`src/rtl/coffee_pkg.sv`:
```
// ---------------------------------------------------------------------------
// coffee_pkg
//   Shared types for the coffee machine access-code path.
//   scan_state_t : states of the code scanner (IDLE, SCAN, RESULT, LOCK)
//   max_int      : elaboration-time helper used to size shared counters
// ---------------------------------------------------------------------------
package coffee_pkg;

   typedef enum logic [1:0] {
      IDLE   = 2'd0,
      SCAN   = 2'd1,
      RESULT = 2'd2,
      LOCK   = 2'd3
   } scan_state_t;

   function automatic int max_int(input int a, input int b);
      return (a > b) ? a : b;
   endfunction

endpackage

```
`src/rtl/code_scanner_fsm.sv`:
```
// ---------------------------------------------------------------------------
// code_scanner_fsm
//   Accepts a multi-digit access code one digit per strobe and compares it on
//   the fly against expected_code (digit 0 in the LSBs). Adds an inter-digit
//   timeout, consecutive-failure counting and a timed lockout.
//
// Ports
//   clk            in   system clock, rising edge
//   rst            in   asynchronous reset, active high
//   enable         in   session active; low aborts a scan without a pulse
//   digit_valid    in   digit strobe, one digit per high cycle
//   digit          in   digit value, sampled when digit_valid is high in SCAN
//   expected_code  in   reference code, digit 0 in LSBs, held stable in SCAN
//   code_valid     out  1-cycle pulse in RESULT when the code matched
//   code_invalid   out  1-cycle pulse in RESULT on mismatch or timeout
//   busy           out  high while in SCAN
//   locked         out  high while in LOCK
//   digit_cnt      out  digits accepted in the current/last attempt
//
// Input protocol: there is no back-pressure. A digit is consumed in every
// cycle where the FSM is in SCAN, enable is high and digit_valid is high;
// digit_valid in any other state is ignored. Dropping enable in SCAN aborts
// the attempt and takes priority over a digit strobe in the same cycle.
//
// The current FSM state is held in state_q for checkers to bind to.
// ---------------------------------------------------------------------------
module code_scanner_fsm #(
   parameter int CODE_LEN    = 4,
   parameter int DIGIT_W     = 4,
   parameter int MAX_TRIES   = 3,
   parameter int LOCK_CYCLES = 1000,
   parameter int TIMEOUT_CYC = 500
) (
   input  logic                            clk,
   input  logic                            rst,
   input  logic                            enable,
   input  logic                            digit_valid,
   input  logic [DIGIT_W-1:0]              digit,
   input  logic [CODE_LEN*DIGIT_W-1:0]     expected_code,
   output logic                            code_valid,
   output logic                            code_invalid,
   output logic                            busy,
   output logic                            locked,
   output logic [$clog2(CODE_LEN+1)-1:0]   digit_cnt
);

   import coffee_pkg::*;

   localparam int CW = $clog2(CODE_LEN + 1);
   localparam int FW = $clog2(MAX_TRIES + 1);
   // One down-counter serves both the inter-digit timeout and the lockout,
   // so it is sized for the larger of the two.
   localparam int TW = max_int($clog2(TIMEOUT_CYC), $clog2(LOCK_CYCLES) + 1);

   localparam logic [TW-1:0] TIMEOUT_LOAD = TW'(TIMEOUT_CYC - 1);
   localparam logic [TW-1:0] LOCK_LOAD    = TW'(LOCK_CYCLES - 1);
   localparam logic [CW-1:0] LAST_IDX     = CW'(CODE_LEN - 1);
   localparam logic [FW-1:0] FAIL_LIMIT   = FW'(MAX_TRIES);

   scan_state_t        state_q, state_nxt;
   logic [CW-1:0]      cnt_q, cnt_nxt;
   logic               mismatch_q, mismatch_nxt;
   logic [TW-1:0]      timer_q, timer_nxt;
   logic [FW-1:0]      fail_cnt, fail_nxt;
   logic [FW-1:0]      fail_inc;
   logic [DIGIT_W-1:0] cur_exp;

   // Reference digit for the position about to be entered.
   always_comb begin
      cur_exp = '0;
      for (int i = 0; i < CODE_LEN; i++) begin
         if (cnt_q == CW'(i)) begin
            cur_exp = expected_code[i*DIGIT_W +: DIGIT_W];
         end
      end
   end

   assign fail_inc = fail_cnt + FW'(1);

   always_ff @(posedge clk or posedge rst) begin
      if (rst) begin
         state_q    <= IDLE;
         cnt_q      <= '0;
         mismatch_q <= 1'b0;
         timer_q    <= '0;
         fail_cnt   <= '0;
      end else begin
         state_q    <= state_nxt;
         cnt_q      <= cnt_nxt;
         mismatch_q <= mismatch_nxt;
         timer_q    <= timer_nxt;
         fail_cnt   <= fail_nxt;
      end
   end

   always_comb begin
      state_nxt    = state_q;
      cnt_nxt      = cnt_q;
      mismatch_nxt = mismatch_q;
      timer_nxt    = timer_q;
      fail_nxt     = fail_cnt;

      case (state_q)
         IDLE: begin
            if (enable) begin
               state_nxt    = SCAN;
               cnt_nxt      = '0;
               mismatch_nxt = 1'b0;
               timer_nxt    = TIMEOUT_LOAD;
            end
         end

         SCAN: begin
            if (!enable) begin
               state_nxt = IDLE;
            end else if (digit_valid) begin
               mismatch_nxt = mismatch_q | (digit != cur_exp);
               cnt_nxt      = cnt_q + CW'(1);
               timer_nxt    = TIMEOUT_LOAD;
               if (cnt_q == LAST_IDX) begin
                  state_nxt = RESULT;
               end
            end else if (timer_q == '0) begin
               // Idle too long between digits: fail the attempt.
               mismatch_nxt = 1'b1;
               state_nxt    = RESULT;
            end else begin
               timer_nxt = timer_q - TW'(1);
            end
         end

         RESULT: begin
            if (mismatch_q) begin
               fail_nxt = fail_inc;
               if (fail_inc == FAIL_LIMIT) begin
                  state_nxt = LOCK;
                  timer_nxt = LOCK_LOAD;
               end else begin
                  state_nxt = IDLE;
               end
            end else begin
               fail_nxt  = '0;
               state_nxt = IDLE;
            end
         end

         LOCK: begin
            if (timer_q == '0) begin
               fail_nxt  = '0;
               state_nxt = IDLE;
            end else begin
               timer_nxt = timer_q - TW'(1);
            end
         end

         default: begin
            state_nxt = IDLE;
         end
      endcase
   end

   // RESULT lasts exactly one cycle, so these are single-cycle pulses and
   // can never overlap.
   assign code_valid   = (state_q == RESULT) && !mismatch_q;
   assign code_invalid = (state_q == RESULT) &&  mismatch_q;
   assign busy         = (state_q == SCAN);
   assign locked       = (state_q == LOCK);
   assign digit_cnt    = cnt_q;

endmodule

```
`config.mk`:
```
export PLATFORM = sky130hd
export DESIGN_NAME = code_scanner_fsm
export DESIGN_NICKNAME = d
export VERILOG_FILES = /design/src/rtl/coffee_pkg.sv /design/src/rtl/code_scanner_fsm.sv
export SDC_FILE = /design/constraint.sdc
export NUM_CORES = 1
export LEC_CHECK = 0
export CAP_MARGIN = 5
export CORE_AREA = 5 5 73 62
export CTS_CLUSTER_DIAMETER = 40
export CTS_CLUSTER_SIZE = 8
export DETAILED_ROUTE_END_ITERATION = 8
export DIE_AREA = 0 0 78 67
export PLACE_DENSITY = 0.77
export SLEW_MARGIN = 25
export SYNTH_ARGS = -nofsm -noshare
export SYNTH_HDL_FRONTEND = slang
export SYNTH_SLANG_ARGS = --single-unit
```
`constraint.sdc`:
```
create_clock -name clk -period 1.8 [get_ports clk]
set_input_delay 0.36 -clock clk [delete_from_list [all_inputs] [get_ports clk]]
set_output_delay 0.36 -clock clk [all_outputs]
set_load 0.02 [all_outputs]
```
Yosys cells after proc, flatten, opt, wreduce, memory -nomap -nowiden
Cells that the tools add are included.

Memories kept: 0. Input bits: 24. Word-level logic and storage cells: 70. RAM bits: 0. Memory bits (read-only): 0. Bits in latches: 0. Register bits after elaboration: 19. Output and inout port bits: 7.

$add $sub $neg: 3. Bitwise gates (word level): 1. Multipliers: 0. Div/mod/pow operators: 0. Multiplexer cells: 31. Shift-type cells: 0. Reduce and logical (&&, ||, !) cells: 13. Eq/ne operators: 17. $lt $le $gt $ge: 0.

Operator list (number): $mux W11 (6); $pmux W11 S4 (1); $mux W2 (9); $mux W4 (4); $reduce_and A4 Y1 (4); $logic_not A11 Y1 (1); $sub A11 B1 Y11 const B (1); $ne A2 B2 Y1 const B (5); $mux W3 (3); $ne A4 B3 Y1 const B (2); $pmux W2 S4 (1); $eq A2 B2 Y1 const B (3); $eq A3 B2 Y1 const B (2); $pmux W3 S2 (1); $mux W1 (4); $ne A4 B4 Y1 (1); $pmux W2 S2 (1); $reduce_bool A2 Y1 (2); $add A3 B1 Y3 const B (1); $eq A3 B1 Y1 const B (1); $logic_not A3 Y1 (1); $ne A3 B2 Y1 const B (1); $add A2 B1 Y2 const B (1); $eq A2 B1 Y1 const B (1); 7 further kinds (8).

Longest topological paths before layout
Depth after elaboration: 10. Mapped depth: 8. Mapped depth without buffers: 7.

Least setup slack after synthesis
Ideal clock, no wire load.

Kind: reg2reg. Start: register cnt_q[1], in the netlist digit_cnt[1]. End: register mismatch_q. Data required time: 1.670 ns. Slack: -0.129 ns. Cell stages (with the launch flop): 8. Buffers on the path: 0. Arrival time: 1.799 ns. Path through: dfrtp_1 inv_1 ha_1 nand3b_1 a221oi_1 xnor2_1 o41ai_1 a21oi_1.

Longest elaborated chain between the ends: 10. Elaborated cells on any way between the ends: 13. Those cells by class: eq/ne: 4; mux: 7; bitwise: 1; reduce/logical: 1.

RTL lines: from (decl) (RTL line code_scanner_fsm.sv:61) `logic [CW-1:0] cnt_q, cnt_nxt;`; from (signal assigned) (RTL line code_scanner_fsm.sv:89) `cnt_q <= cnt_nxt;`; $logic_not A3 Y1 (RTL line code_scanner_fsm.sv:72) `if (cnt_q == CW'(i)) begin`; $mux W4 (3 in series) (RTL line code_scanner_fsm.sv:72); $mux W4 (*) (RTL line code_scanner_fsm.sv:72); $ne A4 B4 Y1 (*) (RTL line code_scanner_fsm.sv:117) `mismatch_nxt = mismatch_q | (digit != cur_exp);`; $or A1 B1 Y1 (*) (RTL line code_scanner_fsm.sv:117); $mux W1 (*) (RTL line code_scanner_fsm.sv:116) `end else if (digit_valid) begin`; $mux W1 (*) (RTL line code_scanner_fsm.sv:114) `if (!enable) begin`; $pmux W1 S2 (*) (RTL line code_scanner_fsm.sv:103) `case (state_q)`; to (signal assigned) (RTL line code_scanner_fsm.sv:90) `mismatch_q <= mismatch_nxt;`; to (decl) (RTL line code_scanner_fsm.sv:62) `logic mismatch_q, mismatch_nxt;`.

Mark *: on every way between the ends. The rest lies on a longest branch, timed or not. The select of a mux whose other input is x is not followed. A chain may end at the register's enable or synchronous reset.

Worst setup path after layout
Start: register timer_q[2]. End: register timer_q[7].

Longest elaborated chain between the ends: 5. Elaborated cells on any way between the ends: 6. Those cells by class: add/sub: 1; mux: 4; reduce/logical: 1.

RTL lines: from (decl) (RTL line code_scanner_fsm.sv:63) `logic [TW-1:0] timer_q, timer_nxt;`; from (signal assigned) (RTL line code_scanner_fsm.sv:91) `timer_q <= timer_nxt;`; $sub A11 B1 Y11 or $logic_not A11 Y1 (tied branches); $mux W11 (*) (RTL line code_scanner_fsm.sv:123, code_scanner_fsm.sv:148); $mux W11 (RTL line code_scanner_fsm.sv:116); $mux W11 (RTL line code_scanner_fsm.sv:114); $pmux W11 S4 (*) (RTL line code_scanner_fsm.sv:103).

Marked as above.

==> flow_metrics.tcl <==
set metrics [dict create \
    status "finished with violations" \
    violations "negative setup slack" \
    fmax_mhz 522 \
    pwr-share-comb_pct 53.7 \
    h-tree-depth 1 \
    met2_length_um 1940 \
    max-vdd-ir-drop_mv 0.578 \
    finalSetupViolCount 3 \
    clock_skew_ps 6.41 \
    die_area_sq_mm 0.00523 \
    wl_met1_um 1930 \
    leakagePower_nw 1.02 \
    synth_area_leaders "dfrtp_1 (34%), a21oi_1 (6.4%), ha_1 (6.2%)" \
    r2r_end "timer_q[7]" \
    placedCellCount 274 \
    syn_nets 205 \
    reg2reg_from "timer_q[2]" \
    met3_length_um 248 \
    setup_ws_ps -115 \
    grt_pass1_vias 1455 \
    die_width_um 78 \
    multi_input_area_sq_um 930 \
    cp_max_fo 3 \
    nets 272 \
    period_needed_ps 1910 \
    antenna_found_initial 0 \
    ys_warn_count 0 \
    cp-start-kind "register" \
    syn_area_per_cell_sq_um 8.08 \
    ioPinCount 31 \
    powerDensity_mw_per_mm2 885 \
    hpwl_um 3030 \
    rr_worst_depth 4 \
    hp-class "input pin to asynchronous set/reset pin" \
    cts_hold_buf 0 \
    rrSetupSlack_ps -110 \
    clkSlewWorstSetupHoldPaths_ps 70 \
    cap_violations 0 \
    grt_usage_pct 16.1 \
    clock-root-buffer "clkbuf_8" \
    grt_max_degree 13 \
    yosysSeqAreaShare_pct 33.8 \
    routabilityCongestion 0.872 \
    tightest_slew_ps 432 \
    required_ps 1950 \
    num_vias 1547 \
    vias_per_cell 5.45 \
    endpoint_kind "register" \
    grt_pass1_wl_um 6770 \
    nFillCells 328 \
    io_buffers 30 \
    drtPass1Iterations 4 \
    cts_made_buffers 3 \
    highest_layer "met4" \
    overflow 0 \
    pwr-share-seq_pct 30.6 \
    synth_area_sq_mm 0.00141 \
    crit_type "register to register" \
    switching_share_pct 38.0 \
    pwr-share-clk_pct 15.7 \
    finalPower_w 0.00191 \
    finalSetupTns_ps -198 \
    drv_slew 0 \
    synth.largest_area_cell "dfrtp_1" \
    synth.top_cell.area_share_pct 33.8 \
    synthDistinctLibCells 43 \
    hold_violations 0 \
    synth-seq-cells 19 \
    cts_num_sinks 19 \
    synthCells 174 \
    first_iter_violations 116 \
    finalNonFillerCells 284 \
    initial_utilization_pct 38.2 \
    diodes 0 \
    wl_per_cell_um 14.6 \
    routed_wl_um 4150 \
    drcViolationCount 0 \
    rsz0062_at_grt "true" \
    cp.arrival_ps 2070 \
    cts.path.max_buffers 2 \
    final_layout_size_suffix_gt1_share_pct 25.8 \
    switching_power_w 0.000727 \
    relSlewSlack_pct 70.5 \
    rows 20 \
    ant_nets 0 \
    post-place-ws_ps -232 \
    regArea_sq_um 478 \
    syn_to_final_growth_pct 53.9 \
    fin_crit_sh_pct 106 \
    insertion_delay_ps 260 \
    intPower_w 0.00119 \
    die_y_um 67 \
    cts_tree "built" \
    core_area_sq_mm 0.00368 \
]
-- worst max-delay path by stage --
stage                startpoint         end  slack [ps]  cells after the start
2_1_floorplan        timer_q[2]  timer_q[7]         -70                      4
3_3_place_gp   expected_code[5]  mismatch_q        -120                      6
3_5_place_dp       digit_cnt[1]  mismatch_q        -230                      7
4_1_cts              timer_q[1]  timer_q[7]        -120                      5
5_1_grt              timer_q[2]  timer_q[7]        -160                      4
6_report             timer_q[2]  timer_q[7]        -110                      4
-- layout by cell type, fill, tap and decap left out, drive strengths merged, types with 3 or more instances in the layout --
cell type	count
a21o	6
a21oi	19
a22o	5
buf	37
clkbuf	5
clkdlybuf4s50	24
dfrtp	19
dlygate4sd2	3
ha	7
inv	18
nand2	13
nand3	5
nand3b	4
nor2	15
nor3	6
o21ai	15
o22ai	3
or3	3
-- what timing repair did --
action,in CTS,in global routing
buffers inserted,1,5
pin swaps,1,9
resized for setup,14,14
setup endpoints to repair,18,12
-- critical path, cell delays in order, from the launching register on --
cell	delay (ps)
dfrtp_1	380
or3_4	390
or3_4	390
or4_4	430
o22a_1	220
-- layout make-up --
type	count	area share (%)
clock buffer	4	2.08
inverter	18	3.13
multi-input combinational	132	43.0
sequential	19	22.1
tap	44	2.55
timing repair buffer	67	27.1
-- through the flow --
step                      cell area, sq um  hold slack [ps]  utilization [%]
final                                 2160              338             58.8
after global routing                  2160              347             58.8
after CTS                             2090              344             56.7
after detailed placement              1990              488             54.2
after global placement                1990              468             54.2
after floorplan                       1410              311                -
-- logic make-up after synthesis --
| kind of cell | synth area share (%) |
|---|---|
| buffers and inverters | 6.14 |
| DFF | 33.8 |
| xor gates and xnor gates | 1.25 |
| adders and majority gates | 6.23 |
| and+or+nand+nor | 22.0 |
| AOI/OAI and AO/OA | 30.5 |
-- synthesized netlist by cell type, drive strengths merged --
master   count
a21oi       19
dfrtp       19
inv         18
nor2        15
o21ai       15
nand2       13
ha           7
a21o         6
nor3         6
a22o         5
clkbuf       5
nand3        5
nand3b       4
o22ai        3
or3          3
a221oi       2
a22oi        2
nor2b        2
nor3b        2
o2111ai      2
o41ai        2
a2111o       1
a2111oi      1
a211o        1
a21boi       1
a311o        1
a31oi        1
and2         1
and3b        1
and4         1
nand2b       1
nand4        1
nor4         1
o22a         1
o2bb2ai      1
o31ai        1
or3b         1
or4          1
xnor2        1
xor2         1
-- state kept, by name (all words and copies together) (netlist names) --
| name | cells |
|---|---|
| fail_cnt | 2 |
| digit_cnt | 3 |
| state_q | 2 |
| mismatch_q | 1 |
| timer_q | 11 |
-- metal layers --
| layer | up-vias | GRT usage, % |
|---|---|---|
| li1 | 770 | - |
| met1 | 732 | 23.0 |
| met2 | 41 | 24.7 |
| met3 | 4 | 3.51 |
| met4 | 0 | 3.59 |
| met5 | - | 0 |
-- power by group through the flow --
stage	Sequential, W	Clock (W)	Combinational (W)
final	0.000586	0.000301	0.00103
after global routing	0.000600	0.000334	0.00113
after CTS	0.000581	0.000312	0.000944
after detailed placement	0.000581	0	0.000919
after global placement	0.000580	0	0.000898
after floorplan	0.000589	0	0.000512
Power figures use the tool's default switching activity.
